===== src/rtl/trap_ctrl_mc_pkg.sv =====
// trap_ctrl_mc_pkg: cause codes, mstatus bit positions, mtvec modes and FSM state for the trap controller
package trap_ctrl_mc_pkg;
  localparam int PC_MISALIGNED = 0;
  localparam int ILLEGAL_INSTR = 2;
  localparam int LOAD_ACCESS_FAULT = 5;
  localparam int M_ECALL = 11;
  localparam int MSTATUS_MIE_BIT = 3;
  localparam int MSTATUS_MPIE_BIT = 7;
  localparam logic [1:0] MTVEC_DIRECT = 2'b00;
  localparam logic [1:0] MTVEC_VECTORED = 2'b01;
  typedef enum logic {RUN, REQ} state_t;
endpackage


===== src/rtl/trap_ctrl_mc_irq_sync.sv =====
// irq_sync: STAGES-deep synchroniser for one asynchronous level line; STAGES=0 passes through
module irq_sync #(
  parameter int STAGES = 2
) (
  input  logic cpu_clk,
  input  logic cpu_rstn,
  input  logic d,
  output logic q
);
  if (STAGES == 0) begin : g_pass
    assign q = d;
  end else begin : g_ff
    logic [STAGES-1:0] s;
    always_ff @(posedge cpu_clk) s <= !cpu_rstn ? '0 : STAGES'({s, d});
    assign q = s[STAGES-1];
  end
endmodule


===== src/rtl/trap_ctrl_mc.sv =====
// trap_ctrl_mc: prioritised multi-line trap controller with mstatus MIE/MPIE stack and fetch handshake.
// Define TRAP_NMI_EN to add an edge-triggered non-maskable interrupt (nmi_in, nmi_vector).
module trap_ctrl_mc
  import trap_ctrl_mc_pkg::*;
#(
  parameter int NUM_IRQ = 4,
  parameter int SYNC_STAGES = 2,
  parameter int IRQ_CODE_BASE = 16,
  parameter int ADDR_WIDTH = 32,
  parameter int DATA_WIDTH = 32
) (
  input  logic                  cpu_clk,
  input  logic                  cpu_rstn,
  input  logic [NUM_IRQ-1:0]    irq_in,
  input  logic [ADDR_WIDTH-1:0] pc,
  input  logic [ADDR_WIDTH-1:0] fault_pc,
  input  logic                  pc_misaligned,
  input  logic                  instr_illegal,
  input  logic                  csr_illegal_access,
  input  logic                  ecall,
  input  logic                  load_fault,
  input  logic [DATA_WIDTH-1:0] illegal_instr,
  input  logic                  mret,
  input  logic                  csr_wr,
  input  logic                  csr_set,
  input  logic                  csr_clr,
  input  logic                  mepc_sel,
  input  logic                  mcause_sel,
  input  logic                  mtval_sel,
  input  logic                  mie_sel,
  input  logic                  mstatus_sel,
  input  logic [DATA_WIDTH-1:0] csr_wdata,
  input  logic [1:0]            mtvec_mode,
  input  logic [ADDR_WIDTH-1:0] mtvec_base,
  input  logic                  trap_ack,
`ifdef TRAP_NMI_EN
  input  logic                  nmi_in,
  input  logic [ADDR_WIDTH-1:0] nmi_vector,
`endif
  output logic                  trap,
  output logic [ADDR_WIDTH-1:0] vector_addr,
  output logic [ADDR_WIDTH-1:0] mepc,
  output logic [DATA_WIDTH-1:0] mcause,
  output logic [DATA_WIDTH-1:0] mtval,
  output logic [NUM_IRQ-1:0]    mip,
  output logic [NUM_IRQ-1:0]    mie,
  output logic                  mstatus_mie,
  output logic                  mstatus_mpie
);
  localparam logic [DATA_WIDTH-1:0] INT_MSB = {1'b1, {(DATA_WIDTH-1){1'b0}}};
  state_t state, state_d;
  logic [NUM_IRQ-1:0] irq_s, pend;
  logic [3:0] win;
  logic [DATA_WIDTH-1:0] irq_code, cause_d, tval_d;
  logic [ADDR_WIDTH-1:0] vec_q, vec_d;
  logic run, ill, exc, irq_ok, nmi_take, take, csr_we;
  function automatic logic [DATA_WIDTH-1:0] csr_f(input logic [DATA_WIDTH-1:0] o);
    return csr_set ? o | csr_wdata : csr_clr ? o & ~csr_wdata : csr_wdata;
  endfunction
  function automatic logic csr_b(input logic o, input logic w);
    return csr_set ? o | w : csr_clr ? o & ~w : w;
  endfunction
  for (genvar i = 0; i < NUM_IRQ; i++) begin : g_sync
    irq_sync #(.STAGES(SYNC_STAGES)) u_sync (.cpu_clk(cpu_clk), .cpu_rstn(cpu_rstn), .d(irq_in[i]), .q(irq_s[i]));
  end
`ifdef TRAP_NMI_EN
  logic nmi_s, nmi_q, nmi_pend, nmi_edge;
  irq_sync #(.STAGES(SYNC_STAGES)) u_nmi (.cpu_clk(cpu_clk), .cpu_rstn(cpu_rstn), .d(nmi_in), .q(nmi_s));
  assign nmi_edge = nmi_s & ~nmi_q;
  assign nmi_take = run & ~exc & (nmi_pend | nmi_edge);
  // edges seen during REQ or behind an exception wait here until they can be taken
  always_ff @(posedge cpu_clk) begin
    nmi_q <= cpu_rstn & nmi_s;
    nmi_pend <= cpu_rstn & (nmi_pend | nmi_edge) & ~nmi_take;
  end
`else
  assign nmi_take = 1'b0;
`endif
  assign pend = mip & mie;
  always_comb begin
    win = '0;
    for (int k = NUM_IRQ - 1; k >= 0; k--) win = pend[k] ? 4'(k) : win;
  end
  assign run = state == RUN;
  assign ill = instr_illegal | csr_illegal_access;
  assign exc = pc_misaligned | ill | ecall | load_fault;
  assign irq_ok = mstatus_mie & |pend;
  assign take = run & (exc | nmi_take | irq_ok);
  assign csr_we = csr_wr | csr_set | csr_clr;
  assign irq_code = DATA_WIDTH'(IRQ_CODE_BASE) + DATA_WIDTH'(win);
  assign cause_d = exc ? DATA_WIDTH'(pc_misaligned ? PC_MISALIGNED : ill ? ILLEGAL_INSTR : ecall ? M_ECALL : LOAD_ACCESS_FAULT)
                 : nmi_take ? INT_MSB : INT_MSB | irq_code;
  assign tval_d = pc_misaligned ? DATA_WIDTH'(fault_pc) : ill ? illegal_instr : '0;
  always_comb begin
    vec_d = (!exc && mtvec_mode == MTVEC_VECTORED) ? mtvec_base + (ADDR_WIDTH'(irq_code) << 2) : mtvec_base;
`ifdef TRAP_NMI_EN
    vec_d = nmi_take ? nmi_vector : vec_d;
`endif
  end
  assign vector_addr = vec_q;
  always_comb begin
    state_d = run ? (take ? REQ : RUN) : (trap_ack ? RUN : REQ);
    trap = state == REQ;
  end
  always_ff @(posedge cpu_clk) state <= !cpu_rstn ? RUN : state_d;
  // a trap take swallows any same-cycle CSR write and mret
  always_ff @(posedge cpu_clk) begin
    if (!cpu_rstn) begin
      mepc <= '0;
      mcause <= '1;
      mtval <= '0;
      mip <= '0;
      mie <= '0;
      mstatus_mie <= 1'b0;
      mstatus_mpie <= 1'b1;
      vec_q <= '0;
    end else begin
      mip <= irq_s;
      if (take) begin
        mepc <= pc;
        mcause <= cause_d;
        mtval <= tval_d;
        mstatus_mpie <= mstatus_mie;
        mstatus_mie <= 1'b0;
        vec_q <= vec_d;
      end else begin
        if (csr_we && mepc_sel) mepc <= ADDR_WIDTH'(csr_f(DATA_WIDTH'(mepc)));
        if (csr_we && mcause_sel) mcause <= csr_f(mcause);
        if (csr_we && mtval_sel) mtval <= csr_f(mtval);
        if (csr_we && mie_sel) mie <= NUM_IRQ'(csr_f(DATA_WIDTH'(mie)));
        if (run && mret) begin
          mstatus_mie <= mstatus_mpie;
          mstatus_mpie <= 1'b1;
        end else if (csr_we && mstatus_sel) begin
          mstatus_mie <= csr_b(mstatus_mie, csr_wdata[MSTATUS_MIE_BIT]);
          mstatus_mpie <= csr_b(mstatus_mpie, csr_wdata[MSTATUS_MPIE_BIT]);
        end
      end
    end
  end
endmodule


===== config.mk =====
export PLATFORM = sky130hd
export DESIGN_NAME = trap_ctrl_mc
export DESIGN_NICKNAME = d
export VERILOG_FILES = /design/src/rtl/trap_ctrl_mc_pkg.sv /design/src/rtl/trap_ctrl_mc_irq_sync.sv /design/src/rtl/trap_ctrl_mc.sv
export SDC_FILE = /design/constraint.sdc
export NUM_CORES = 1
export LEC_CHECK = 0
export ABC_AREA = 1
export CORE_ASPECT_RATIO = 1.5
export CORE_MARGIN = 5
export CORE_UTILIZATION = 49
export CTS_CLUSTER_DIAMETER = 80
export DETAILED_ROUTE_END_ITERATION = 8
export HOLD_SLACK_MARGIN = 0.06
export PLACE_DENSITY = 0.84
export SLEW_MARGIN = 40
export SYNTH_ARGS = -nofsm -noshare
export SYNTH_HDL_FRONTEND = slang
export SYNTH_HIERARCHICAL = 1
export SYNTH_SLANG_ARGS = --single-unit

===== constraint.sdc =====
create_clock -name cpu_clk -period 7.3 [get_ports cpu_clk]
set_input_delay 2.19 -clock cpu_clk [delete_from_list [all_inputs] [get_ports cpu_clk]]
set_output_delay 2.19 -clock cpu_clk [all_outputs]
set_load 0.02 [all_outputs]

# Word-level counts from Yosys, hierarchy flattened
# Index checks and enable logic that the tools add are counted.
# totals
out_inout_bits	139
mem_count	0
inputBits	183
latchBits	0
ram_bits	0
ff_bits	147
rom_bits	0
# op_classes
n_reduce_logical	16
n_bitwise	28
shifts	0
mux	37
eq_ne	1
div_mod_pow	0
magnitude_cmp	0
multipliers	0
n_addsub	2
# ops
op	count
$mux 32	16
$and 32x32->32	3
$or 32x32->32	3
$add 32x8->32	1
$not 32->32	1
$mux 4	5
$mux 1	12
$or 1x1->1	9
$and 4x4->4	2
$mux 2	4
$reduce_bool 2->1	4
$logic_and 1x1->1	7
$add 5x2->6 const A	1
$not 1->1	5
$and 1x1->1	4
$or 4x4->4	1
$reduce_or 4->1	1
$reduce_bool 3->1	1
$eq 2x1->1 const B	1
$reduce_and 2->1	1
$reduce_or 2->1	1
$logic_not 1->1	1

# Depth between registers and ports, before layout
# Gate-level depths: netlist of run 1.
# logic_depth
depth_word	8
ltp_mapped	16

# Hierarchy
# Netlist of run 1, hierarchy kept.
# modules_own_cells
mod	instances	area_per_inst_um2	cells_each
trap_ctrl_mc	1	8403.1	1376
irq_sync	4	55.1	6

# Least setup slack after synthesis of run 1
# No wires, ideal clock.
# synth_timing
kind	input to register
start	input mtvec_base[2]
end	register vec_q[30] (netlist: vector_addr[30])
cell_stages	11
setup_ps	113
arrival_time_ps	3731
path_slack_ps	3456
required_time_ps	7187
path_buffers	0
path_cell_list	ha_1 > inv_1 > fa_1 > inv_1 > nand3_1 > a21oi_1 > nand3_1 > nor2_1 > nand3_1 > nand3_1 > nand2_1
# synth_between
elab_chain_len	2
# synth_rtl
item	line	text
start: declaration	trap_ctrl_mc.sv:34	input logic [ADDR_WIDTH-1:0] mtvec_base,
$add 32x8->32	trap_ctrl_mc.sv:95	vec_d = (!exc && mtvec_mode == MTVEC_VECTORED) ? mtvec_base + (ADDR_WIDTH'(irq_code) << 2) : mtvec_base;
$mux 32	trap_ctrl_mc.sv:95	
end signal: assignment	trap_ctrl_mc.sv:125	vec_q <= vec_d;
end: declaration	trap_ctrl_mc.sv:55	logic [ADDR_WIDTH-1:0] vec_q, vec_d;
# No other way between the ends.
# A chain may end at the register's enable or synchronous reset.

# Worst setup path in the final report of run 1
# layout_timing
start	input csr_set
end	register mcause[12]
# layout_between
elab_chain_len	4
# layout_rtl
item	line	text
start: declaration	trap_ctrl_mc.sv:25	input logic csr_set,
$or 1x1->1 (2 in series)	trap_ctrl_mc.sv:89	assign csr_we = csr_wr | csr_set | csr_clr;
$logic_and 1x1->1	trap_ctrl_mc.sv:128	if (csr_we && mcause_sel) mcause <= csr_f(mcause);
$reduce_bool 2->1 (no source line)	--	
end signal: assignment	trap_ctrl_mc.sv:121	mcause <= cause_d;
end signal: assignment	trap_ctrl_mc.sv:128	
end: declaration	trap_ctrl_mc.sv:43	output logic [DATA_WIDTH-1:0] mcause,
# Several ways; a longest one is shown, not always the timed one. The select of a mux whose other input is x is not followed.

==> results of run 1 <==
[layout make-up]
class	instances	area, sq um
Antenna cell	1	2.50
Clock buffer	18	429
Clock inverter	11	164
Fill cell	1486	4970
Inverter	112	424
Multi-Input combinational cell	1065	4880
Sequential cell	147	2940
Tap cell	213	267
Timing Repair Buffer	330	3270
[metal layers]
metal,vias up,routed length (um)
met2,507,17200
met5,-,0
met3,93,2960
li1,5064,-
met1,4678,11800
met4,0,1610
[layout by cell type, fill, tap and decap left out, types with 2 or more instances in the layout]
master,count
a21boi_0,2
a21oi_1,86
buf_2,3
buf_4,9
bufinv_16,4
clkbuf_16,17
clkdlybuf4s50_1,318
clkinv_2,5
clkinvlp_4,2
dfxtp_1,147
ha_1,2
inv_1,106
inv_2,4
nand2_1,507
nand2_2,4
nand2_4,2
nand3_1,113
nand4_1,13
nor2_1,104
nor2_4,2
nor3_1,14
nor4_1,3
o211ai_1,15
o21ai_0,129
o21ai_1,10
o21bai_1,29
xnor2_1,19
xor2_1,5
[worst min-delay path, cell delays in order, from the launching register on]
cell	delay (ns)
dfxtp_1	0.30
nand2_1	0.04
inv_1	0.04
[cells by family after synthesis]
| group | after synthesis |
|---|---|
| multiplexers | 1 |
| AND/OR/NAND/NOR | 766 |
| flip-flops | 147 |
| buffers and inverters | 188 |
| AO/OA/AOI/OAI | 271 |
| adder cells (fa/ha/maj) | 3 |
| XOR/XNOR | 24 |
[stage by stage]
stage	cells	utilization	worst slack, ns	hold WS (ns)	total power, W
floorplan	1400	-	3.46	0.390	0.00128
global placement	1867	0.679	1.82	0.394	0.00161
detailed placement	1867	0.679	1.76	0.399	0.00162
CTS	1896	0.713	2.15	0.416	0.00252
global route	1897	0.713	1.87	0.432	0.00262
finish	1897	0.713	2.12	0.411	0.00251
[flip-flops by register name, indices dropped and copies added, names as in the netlist, 4 cells and up]
name	count
mepc	32
mcause	32
mie	4
g_sync.u_sync/g_ff.s	8
mip	4
mtval	32
vector_addr	32
[synth_stat cells]
cell type,instances
o21bai_1,29
inv_1,107
nor2_1,104
nand3_2,1
nand2_4,1
buf_2,31
nand3b_1,1
nand4_4,1
xor2_1,5
nand4_1,13
inv_4,1
nor3_1,14
nand3_1,113
clkbuf_1,34
o21ai_1,9
ha_1,2
xnor2_1,19
nor2_4,2
o211ai_1,15
a21oi_1,86
nand2_1,508
buf_4,4
fa_1,1
nand2_2,4
a21boi_0,2
or2_2,1
buf_6,6
mux2i_1,1
o21ai_0,130
dfxtp_1,147
inv_2,4
nor4_1,3
buf_1,1
[where the power goes]
group	total, W	switching (W)	leakage (nW)	internal [W]
sequential	0.000924	0.0000478	1.22	0.000876
clock	0.000908	0.000344	0.287	0.000564
combinational	0.000682	0.000382	4.03	0.000300
[path summary, 6_finish.rpt]
| path | from | slack [ns] | cells past startpoint | end |
|---|---|---|---|---|
| max | csr_set | 2.12 | 8 | mcause[12] |
| min | g_sync[0].u_sync/g_ff.s[0] | 0.41 | 2 | g_sync[0].u_sync/g_ff.s[1] |
| max reg2reg | mie[3] | 4.04 | 13 | vector_addr[30] |
| min reg2reg | g_sync[0].u_sync/g_ff.s[0] | 0.41 | 2 | g_sync[0].u_sync/g_ff.s[1] |
==> flow_metrics.tcl, run 1 <==
set metrics [dict create \
    status "completed" \
    slowest_delay_ns 0.67 \
    grt_pass1_wl_um 51700 \
    die_w_um 118 \
    yosys.area.top_type_share 0.341 \
    post-route-period-util 0.709 \
    post_cts_resized 0 \
    vias 10342 \
    cp.required_ns 7.60 \
    grt_max_degree 73 \
    synth_area_sq_um 8620 \
    post-dp-hpwl_um 25000 \
    rsz0062_at_grt "false" \
    drc 0 \
    synth_area_leaders "dfxtp_1 34%, nand2_1 22%, o21ai_0 7.5%" \
    synth-simple-area-share 0.364 \
    synth_xor_area_frac 0.0244 \
    crit_slowest_cell "inv_2" \
    maxSlewHeadroom 0.461 \
    critPathCaptureType "register" \
    clockBufferDepth 2 \
    yosys_warnings 6 \
    clk_pin_slew_worst_paths_ns 0.06 \
    yosysTopAreaCell "dfxtp_1" \
    setup_violations 0 \
    synth_mux_area_frac 0.00116 \
    grt_usage 0.315 \
    fin_worst_skew_ns 0.00841 \
    hold_viol 0 \
    syn2layout_area_growth_pct 43.5 \
    ys_seq_area_frac 0.341 \
    ant_nets 0 \
    synth_cell_type_count 33 \
    cpMostUsedCell "nand2_1" \
    power_leakage_nw 5.54 \
    worstSetupStartpointType "input port" \
    rows 59 \
    die_area_sq_um 20400 \
    die_y_um 172 \
    synth_nets 1586 \
    vias_per_cell 5.45 \
    worstPathArrival_ns 5.48 \
    cts.root.buffer_cell "clkbuf_16" \
    avgSynthCellArea_sq_um 6.16 \
    synth_top_family_by_area "simple AND/OR/NAND/NOR gates" \
    crit_family "buffers and inverters" \
    drive_above_1_share 0.0339 \
    powerDensity_nw_per_um2 203 \
    drv_slew 0 \
    clk_latency_ns 0.42 \
    ys_seq_elements 147 \
    dr.pass1.iters 6 \
    fin_area_sq_um 12400 \
    finalSetupTns_ns 0 \
    crit_fanout 48 \
    initial_core_util 0.497 \
    tightest_slew_ns 0.807 \
    dpl_cell_area_sq_um 11800 \
    cts_sinks 147 \
    nets 1859 \
    fmax_mhz 193 \
    wl_per_cell_um 17.7 \
    overflow 0 \
    use_met2 0.579 \
    cts_tree "done" \
    met1_usage 0.340 \
    finalCriticalPeriod_ns 5.18 \
    syn-instance-count 1400 \
    cap_violations 0 \
    antenna_found_initial 1 \
    cts.htree.levels 4 \
    postCtsSetupRepairBufs 0 \
    numPortBuffers 321 \
    postCtsHoldBufs 0 \
    ir_drop_uv 151 \
    drt-initial-drc-count 985 \
    grtUsageMet3 0.0717 \
    hold_class "register to register" \
    crit_buf_inv 3 \
    grt_pass1_vias 9893 \
    worstSetupPathType "input port to register" \
    path_cells "clkdlybuf4s50_1, inv_2, nand2_2, nand2_1, nand2_1, buf_4, a21oi_1, o21bai_1" \
    synth-adder-area-share 0.00522 \
    grt-busiest-layer "met2" \
    synth-compound-area-share 0.171 \
    gp_congestion 0.968 \
    wl_um 33500 \
    core_area_sq_um 17300 \
    cts_buffers 17 \
    num_io_pins 322 \
]
No activity file was read; power rests on OpenSTA's default activity.
==> run 2, diff against run 1 <==
--- a/config.mk
+++ b/config.mk
@@ -8,11 +8,11 @@
 export ABC_AREA = 1
 export CORE_ASPECT_RATIO = 1.5
 export CORE_MARGIN = 5
-export CORE_UTILIZATION = 49
+export CORE_UTILIZATION = 45
 export CTS_CLUSTER_DIAMETER = 80
 export DETAILED_ROUTE_END_ITERATION = 8
 export HOLD_SLACK_MARGIN = 0.06
-export PLACE_DENSITY = 0.84
+export PLACE_DENSITY = 0.78
 export SLEW_MARGIN = 40
 export SYNTH_ARGS = -nofsm -noshare
 export SYNTH_HDL_FRONTEND = slang
==> constraint.sdc (replaced) <==
create_clock -name cpu_clk -period 5.3 [get_ports cpu_clk]
set_input_delay 1.59 -clock cpu_clk [delete_from_list [all_inputs] [get_ports cpu_clk]]
set_output_delay 1.59 -clock cpu_clk [all_outputs]
set_load 0.02 [all_outputs]
==> run 2 against run 1 <==
Cell count is 2.6% higher; global-route usage down 1.2 points; die area is 8.2% higher; sequential cell count unchanged; hold slack worse by 0.00052 ns; combinational power increased by 39%; critical path type unchanged; critical endpoint is now mtval[21]; highest routed layer unchanged.
==> flow_metrics.tcl, run 2 (synthesized netlist as in run 1, its figures left out) <==
set metrics [dict create \
    hold_viol 0 \
    post-route-period-util 0.750 \
    finalSetupTns_ns 0 \
    numPortBuffers 321 \
    gp_congestion 0.953 \
    critPathCaptureType "register" \
    worstSetupPathType "input port to register" \
    grt_usage 0.304 \
    status "completed" \
    cts_buffers 17 \
    die_w_um 123 \
    stdcell_count 1947 \
    dr.pass1.iters 6 \
    wl_um 34300 \
    die_area_sq_um 22100 \
    fin_ws_ns 1.33 \
    worstSetupStartpointType "input port" \
    power_leakage_nw 5.58 \
    drv_slew 0 \
    powerDensity_nw_per_um2 280 \
    tightest_slew_ns 0.828 \
    vias 10275 \
    cap_violations 0 \
    grt_pass1_wl_um 53000 \
    crit_fanout 28 \
    core_area_sq_um 19000 \
    fillerInstances 1797 \
    ant_nets 0 \
    finalCriticalPeriod_ns 3.97 \
    antenna_cells 0 \
    post_cts_resized 0 \
    num_io_pins 322 \
    cts_tree "done" \
    multiInputGateArea_sq_um 4880 \
    initial_core_util 0.454 \
    post-dp-hpwl_um 25300 \
    cp.required_ns 5.61 \
    final_common_cell "nand2_1" \
    nets 1864 \
    fmax_mhz 252 \
    clk_latency_ns 0.43 \
    drive_above_1_share 0.0384 \
    overflow 0 \
    most-common-layout-cells "507 x nand2_1, 319 x clkdlybuf4s50_1, 147 x dfxtp_1, 130 x o21ai_0, 113 x nand3_1" \
    clk_pin_slew_worst_paths_ns 0.06 \
    worstPathArrival_ns 4.28 \
    cts.root.buffer_cell "clkbuf_16" \
    vias_per_cell 5.28 \
    drt-initial-drc-count 845 \
    worstSetupEndpoint "mtval[21]" \
    ff2ff_path_depth 13 \
    postCtsSetupRepairBufs 0 \
    cts_sinks 147 \
    seqCellArea_sq_um 2940 \
    fin_worst_skew_ns 0.00931 \
    rsz0062_at_grt "false" \
    r2r_start "mie[3]" \
    cts.htree.levels 4 \
    grt_pass1_vias 9917 \
    clockBufferDepth 2 \
    whs_ns 0.411 \
    crit_path_start "csr_illegal_access" \
    ir_drop_uv 193 \
    wl_per_cell_um 17.6 \
    antenna_found_initial 0 \
    postCtsHoldBufs 0 \
    r2r_setup_slack_ns 1.99 \
    placedCellCount 1915 \
    die_y_um 180 \
    r2r_end "vector_addr[24]" \
    maxSlewHeadroom 0.448 \
    syn2layout_area_growth_pct 45.1 \
    drc 0 \
    preCtsSetupSlack_ns 0.927 \
    rows 62 \
    hold_class "register to register" \
    setup_violations 0 \
    grt_max_degree 69 \
]
run 2: where the power goes:
group	internal, W	switching [W]	total [W]
Sequential	0.00121	0.0000630	0.00127
Combinational	0.000418	0.000532	0.000950
Clock	0.000773	0.000514	0.00129
Total	0.00240	0.00111	0.00351
run 2: worst min path at each step:
| stage | start | to | slack, ns | cells past startpoint |
|---|---|---|---|---|
| global route | g_sync[0].u_sync/g_ff.s[0] | g_sync[0].u_sync/g_ff.s[1] | 0.42 | 2 |
| finish | g_sync[2].u_sync/g_ff.s[0] | g_sync[2].u_sync/g_ff.s[1] | 0.41 | 2 |
| floorplan | g_sync[0].u_sync/g_ff.s[0] | g_sync[0].u_sync/g_ff.s[1] | 0.39 | 2 |
| detailed placement | g_sync[2].u_sync/g_ff.s[0] | g_sync[2].u_sync/g_ff.s[1] | 0.40 | 2 |
| CTS | g_sync[2].u_sync/g_ff.s[0] | g_sync[2].u_sync/g_ff.s[1] | 0.41 | 2 |
| global placement | g_sync[0].u_sync/g_ff.s[1] | mip[0] | 0.39 | 2 |
run 2: critical path, stage by stage:
cell and delay, ns:
clkdlybuf4s50_1 0.44, nor2_4 0.23, nand4_4 0.14, inv_2 0.12, nand2_2 0.07, nand2_4 0.25, buf_4 0.35, inv_2 0.29
nand2_1 0.50, nor2_1 0.10, o21bai_1 0.19
run 2: final cells by class:
cell class                 instances  area share
inverter                         112      0.0340
clock inverter                    13      0.0139
clock buffer                      19      0.0362
tap                              256      0.0256
timing repair buffer             335       0.265
sequential                       147       0.235
multi-input combinational       1065       0.390
run 2: stage by stage:
stage | area, sq um | util | power (W)
final | 12500 | 0.658 | 0.00351
after global routing | 12500 | 0.658 | 0.00367
after CTS | 12500 | 0.658 | 0.00352
after detailed placement | 11900 | 0.625 | 0.00224
after global placement | 11900 | 0.624 | 0.00222
after floorplan | 8620 | - | 0.00177
run 2: layer usage:
| metal | global-route usage | share of wire | vias to the layer above | wire, um |
|---|---|---|---|---|
| met4 | 0.154 | 0.055 | 0 | 1880 |
| li1 | - | - | 5081 | - |
| met3 | 0.0890 | 0.092 | 104 | 3160 |
| met1 | 0.320 | 0.35 | 4664 | 12100 |
| met2 | 0.538 | 0.50 | 426 | 17200 |
| met5 | 0 | 0 | - | 0 |
